==> src/rtl/regfile_pkg.sv <==
// Shared types and constants for the register-file write arbiter.
// Consumers import regfile_pkg::* for address/data types and the output-stage state enum.
package regfile_pkg;

  localparam int ADDR_W_DEF = 5;
  localparam int DATA_W_DEF = 32;

  // Register 0 is hard-wired; writes to it are accepted but never committed.
  localparam logic [ADDR_W_DEF-1:0] REG_ZERO = 5'd0;

  typedef logic [ADDR_W_DEF-1:0] reg_addr_t;
  typedef logic [DATA_W_DEF-1:0] reg_data_t;

  typedef enum logic {
    IDLE  = 1'b0,
    WRITE = 1'b1
  } wr_state_t;

endpackage

==> src/rtl/rr_arbiter.sv <==
// Combinational round-robin arbiter: picks the first asserted request at or after ptr.
// The pointer register is owned by the parent so it can advance only on a real transfer.
module rr_arbiter #(
  parameter int NUM_REQ = 2,
  parameter int IDX_W   = $clog2(NUM_REQ)
) (
  input  logic [NUM_REQ-1:0] req,
  input  logic [IDX_W-1:0]   ptr,
  input  logic               enable,
  output logic [NUM_REQ-1:0] grant,
  output logic [IDX_W-1:0]   grant_idx,
  output logic               grant_valid
);

  logic [IDX_W-1:0] w_idx;

  // NOTE: every output gets a default before the search loop so no path leaves
  // a variable unassigned, which would otherwise infer a latch.
  always_comb begin
    grant       = '0;
    grant_idx   = '0;
    grant_valid = 1'b0;
    w_idx       = '0;
    if (enable) begin
      // Walk from farthest to nearest so the last hit is the highest-priority one.
      for (int k = NUM_REQ - 1; k >= 0; k--) begin
        w_idx = IDX_W'((int'(ptr) + k) % NUM_REQ);
        if (req[w_idx]) begin
          grant        = '0;
          grant[w_idx] = 1'b1;
          grant_idx    = w_idx;
          grant_valid  = 1'b1;
        end
      end
    end
  end

endmodule

==> src/rtl/regfile_write_arbiter.sv <==
// Round-robin arbiter sharing the register-file write port among NUM_REQ writeback sources.
// Optional macro REGFILE_WR_BYPASS_EN forwards the in-flight write onto the read data outputs.
module regfile_write_arbiter
  import regfile_pkg::*;
#(
  parameter int NUM_REQ = 2,
  parameter int ADDR_W  = ADDR_W_DEF,
  parameter int DATA_W  = DATA_W_DEF,
  parameter int CNT_W   = 16
) (
  input  logic                        clk,
  input  logic                        reset,
  input  logic [NUM_REQ-1:0]          req_valid,
  output logic [NUM_REQ-1:0]          req_ready,
  input  logic [NUM_REQ*ADDR_W-1:0]   req_addr,
  input  logic [NUM_REQ*DATA_W-1:0]   req_data,
  input  logic                        stall,
  output logic                        wr_en,
  output logic [ADDR_W-1:0]           wr_addr,
  output logic [DATA_W-1:0]           wr_data,
  output logic [$clog2(NUM_REQ)-1:0]  grant_id,
  output logic [CNT_W-1:0]            wr_count,
  input  logic [ADDR_W-1:0]           rd_addr1,
  input  logic [ADDR_W-1:0]           rd_addr2,
  input  logic [DATA_W-1:0]           rf_data1,
  input  logic [DATA_W-1:0]           rf_data2,
  output logic [DATA_W-1:0]           fwd_data1,
  output logic [DATA_W-1:0]           fwd_data2
);

  localparam int IDX_W = $clog2(NUM_REQ);

  wr_state_t          r_state;
  logic [IDX_W-1:0]   r_rr_ptr;
  logic [ADDR_W-1:0]  r_wr_addr;
  logic [DATA_W-1:0]  r_wr_data;
  logic [IDX_W-1:0]   r_grant_id;
  logic [CNT_W-1:0]   r_wr_count;

  logic [NUM_REQ-1:0] w_grant;
  logic [IDX_W-1:0]   w_grant_idx;
  logic               w_grant_valid;
  logic [ADDR_W-1:0]  w_sel_addr;
  logic [DATA_W-1:0]  w_sel_data;
  logic               w_sel_nonzero;

  rr_arbiter #(
    .NUM_REQ (NUM_REQ),
    .IDX_W   (IDX_W)
  ) u_rr_arbiter (
    .req         (req_valid),
    .ptr         (r_rr_ptr),
    .enable      (~stall),
    .grant       (w_grant),
    .grant_idx   (w_grant_idx),
    .grant_valid (w_grant_valid)
  );

  assign req_ready     = w_grant;
  assign w_sel_addr    = req_addr[w_grant_idx*ADDR_W +: ADDR_W];
  assign w_sel_data    = req_data[w_grant_idx*DATA_W +: DATA_W];
  assign w_sel_nonzero = (w_sel_addr != ADDR_W'(REG_ZERO));

  // NOTE: state registers use non-blocking assignments so every flop samples
  // pre-edge values regardless of statement order.
  always_ff @(posedge clk or posedge reset) begin
    if (reset) begin
      r_state    <= IDLE;
      r_rr_ptr   <= '0;
      r_wr_addr  <= '0;
      r_wr_data  <= '0;
      r_grant_id <= '0;
      r_wr_count <= '0;
    end else begin
      r_state <= IDLE;
      if (w_grant_valid) begin
        r_rr_ptr <= (w_grant_idx == IDX_W'(NUM_REQ - 1)) ? '0 : w_grant_idx + 1'b1;
        // A zero-address transfer is consumed but leaves the write port untouched.
        if (w_sel_nonzero) begin
          r_state    <= WRITE;
          r_wr_addr  <= w_sel_addr;
          r_wr_data  <= w_sel_data;
          r_grant_id <= w_grant_idx;
          r_wr_count <= r_wr_count + 1'b1;
        end
      end
    end
  end

  assign wr_en    = (r_state == WRITE);
  assign wr_addr  = r_wr_addr;
  assign wr_data  = r_wr_data;
  assign grant_id = r_grant_id;
  assign wr_count = r_wr_count;

`ifdef REGFILE_WR_BYPASS_EN
  // Same-cycle read-after-write: the write on the port wins over stale array data.
  assign fwd_data1 = (wr_en && (r_wr_addr == rd_addr1) && (rd_addr1 != ADDR_W'(REG_ZERO)))
                     ? r_wr_data : rf_data1;
  assign fwd_data2 = (wr_en && (r_wr_addr == rd_addr2) && (rd_addr2 != ADDR_W'(REG_ZERO)))
                     ? r_wr_data : rf_data2;
`else
  assign fwd_data1 = rf_data1;
  assign fwd_data2 = rf_data2;
`endif

endmodule
==> config.mk <==
export PLATFORM = sky130hd
export DESIGN_NAME = regfile_write_arbiter
export DESIGN_NICKNAME = d
export VERILOG_FILES = /design/src/rtl/regfile_pkg.sv /design/src/rtl/rr_arbiter.sv /design/src/rtl/regfile_write_arbiter.sv
export SDC_FILE = /design/constraint.sdc
export NUM_CORES = 1
export LEC_CHECK = 0
export CAP_MARGIN = 10
export CORE_AREA = 2 2 105 107
export DETAILED_ROUTE_END_ITERATION = 12
export DIE_AREA = 0 0 107 109
export MAX_ROUTING_LAYER = met4
export PLACE_DENSITY = 0.82
export SYNTH_ARGS = -nofsm -noshare
export SYNTH_HDL_FRONTEND = slang
export SYNTH_HIERARCHICAL = 1
export SYNTH_SLANG_ARGS = --single-unit
==> constraint.sdc <==
create_clock -name clk -period 2.35 [get_ports clk]
set_input_delay 0.47 -clock clk [delete_from_list [all_inputs] [get_ports clk]]
set_output_delay 0.47 -clock clk [all_outputs]
set_load 0.1 [all_outputs]
==> results.txt <==
outcome = finished, final reports clean
M3 GR Usage = 3.89%
number of core rows = 38
Tot GR Track Use = 14.0%
final WL = 8170 um
first-pass GRT wire length = 12,300 um
mapped cell area = 3410 sq um
GRT overflow = 0
worst relative slew slack = 76.5%
Setup crit end kind = register
Final setup viols = 0
max-cap viol count = 0
Mapped Cells = 272
Skew-Pair Late Insertion Delay = 0.31 ns
Die W = 107 um
number of global-route vias before repair = 2,429
Req. time, crit path = 2.54 ns
CTS Sinks = 56
min cycle time layout = 2.26 ns
largest net degree at the start of global routing = 57
antenna violations before repair = 0
slowest stage delay, CP = 0.50 ns
achievable clock frequency = 443 MHz
CTS tree = done
HP Class = reg2reg
post-synthesis sequential area ratio = 41.1%
Fin Clk Skew = 0.00889 ns
measured slew at the worst slew-check pin = 0.348 ns
smallest hold slack = 0.488 ns
met2 usage = 23.6%
routability cong. = 0.768
CP arrival = 2.44 ns
Pwr Total = 4.17 mW
First-pass DRT Iterations = 4
# IOs = 274
P_leak = 2.10 nW
unrepaired setup endpoints after global routing = no
Core Region = 10,600 sq um
Fillers = 996
M1 GR Usage = 15.8%
critical path peak fanout = 15
drt first-iter violations = 40
CTS H-tree lvls = 2
CTS buffer count = 5
Clock Tree Root = clkbuf_8
multi-input logic area = 1430 sq um
post-route ant nets = 0
crit-path cells = clkdlybuf4s50_1, nand2_2, a21oi_4, nor4b_4, o22a_2, nand2b_4, buf_12, mux2_4
hpwl dp = 6250 um
Worst VDD drop = 1.17 mV
most frequent cells in the layout = 78 x clkdlybuf4s50_1, 63 x buf_4, 56 x dfrtp_1
startpoint types = input port
Finished Core Util = 42.8%
Bufs on Longest Clock Path = 2
Mapped Avg Cell Area = 12.5 sq um
layout cells sized above 1 = 46.0%
Reg area = 1400 sq um
Synthesized Nets = 426
CTS Hold Bufs = 0
fin area = 4540 sq um
Die Ht = 109 um
Synth Warn # = 6
drt wl/cell = 16.7 um
critical path class = in2reg
number of vias in the routed layout = 2,224
most common cell after layout, fill and taps aside = clkdlybuf4s50_1
PwrDens = 918 nW/um^2
r2r setup slk = 0.31 ns
# nets final = 504
vias per cell = 4.54
die area = 11,700 sq um
library cells used by synthesis = 32
Placement Cell Area = 4400 sq um
Synth-to-Final Area Change = 33.1%
CP max-delay cell = clkdlybuf4s50_1
Top Usage Layer GRT = met2
Final period util = 96.0%
Worst-path clk slew = 0.10 ns
Slew Limit Fails = 0
final hold vios = 0
# DRC = 0
Starting Density = 32.2%
register bit total from synthesis = 56
n_diodes = 0
# port buffers = 135
## logic make-up after synthesis
logic type               Yosys count  synth area share, %
AO/OA/AOI/OAI                      5                 1.06
adder cells (fa/ha/maj)            1                0.367
XOR/XNOR                          15                 3.85
buffers and inverters             82                 17.6
flip-flops                        56                 41.1
AND/OR/NAND/NOR                   37                 6.90
multiplexers                      76                 29.1
## critical path: cells and delay by family
kind	cells	cell delay, ns
compound gates	2	0.44
simple gates	3	0.52
buf+inv	2	0.68
mux	1	0.31
## state kept, by name, indices dropped and copies added, names as in the netlist
signal,count
wr_data,32
wr_count,16
wr_addr,5
grant_id,1
r_rr_ptr,1
wr_en,1
## final cells by class
cell class | count | share of cell area (%)
Clock inverter | 2 | 1.32
Multi-Input combinational cell | 134 | 31.5
Tap cell | 140 | 3.86
Inverter | 5 | 0.413
Clock buffer | 5 | 1.52
Timing Repair Buffer | 148 | 30.5
Sequential cell | 56 | 30.9
## synthesized netlist by cell type (all sizes together)
cell     n  area share, %
buf     75             17
mux2    75             29
dfrtp   56             41
xor2    13            3.3
nand2    8           0.88
nor3     6           0.88
inv      5           0.55
nand4    5           0.92
nor4     4           0.92
nor2     3           0.33
a21oi    2           0.29
clkbuf   2           0.22
nand3    2           0.29
nor3b    2           0.44
nor4b    2           0.95
xnor2    2           0.51
a22o     1           0.26
and2     1           0.18
and3     1           0.18
and4     1           0.26
ha       1           0.37
mux2i    1           0.29
nand2b   1           0.40
nand4b   1           0.26
o21a     1           0.22
o22a     1           0.29
## stage by stage
| step | instances | setup TNS [ns] | setup WS (ns) |
|---|---|---|---|
| CTS | 490 | 0 | 0.0148 |
| global placement | 483 | -8.89 | -0.240 |
| finish | 490 | 0 | 0.0942 |
| global route | 490 | 0 | 0.00211 |
| floorplan | 272 | 0 | 0.172 |
| detailed placement | 483 | -10.77 | -0.282 |
## power breakdown
part / total, mW / switching [mW] / internal, mW
Sequential: 1.27 / 0.135 / 1.13
Clock: 0.733 / 0.313 / 0.420
Combinational: 2.17 / 1.54 / 0.630
## final timing paths
| check | to | from | cells past startpoint |
|---|---|---|---|
| min in group asynchronous | wr_data[10]$_DFFE_PP0P_ | reset | 3 |
| max in group asynchronous | wr_count[3]$_DFFE_PP0P_ | reset | 3 |
| hold reg to reg | wr_count[15]$_DFFE_PP0P_ | wr_count[15]$_DFFE_PP0P_ | 1 |
| setup / recovery | wr_data[16]$_DFFE_PP0P_ | req_valid[1] | 8 |
| hold / removal | wr_count[15]$_DFFE_PP0P_ | wr_count[15]$_DFFE_PP0P_ | 1 |
| setup reg to reg | wr_data[16]$_DFFE_PP0P_ | r_rr_ptr$_DFFE_PP0P_ | 7 |
## metal layers
layer	share of wire, %	vias up
met2	50	100
met5	0	-
li1	-	1021
met1	41	1074
met3	7.2	29
met4	2.1	0
## what timing repair did
| action | 4_1_cts | 5_1_grt |
|---|---|---|
| endpoints found under the setup margin | 0 | 21 |
| setup buffers | 0 | 0 |
| hold endpoints to repair | 0 | 0 |
| resized for setup | 0 | 3 |
Power figures use the tool's default switching activity.
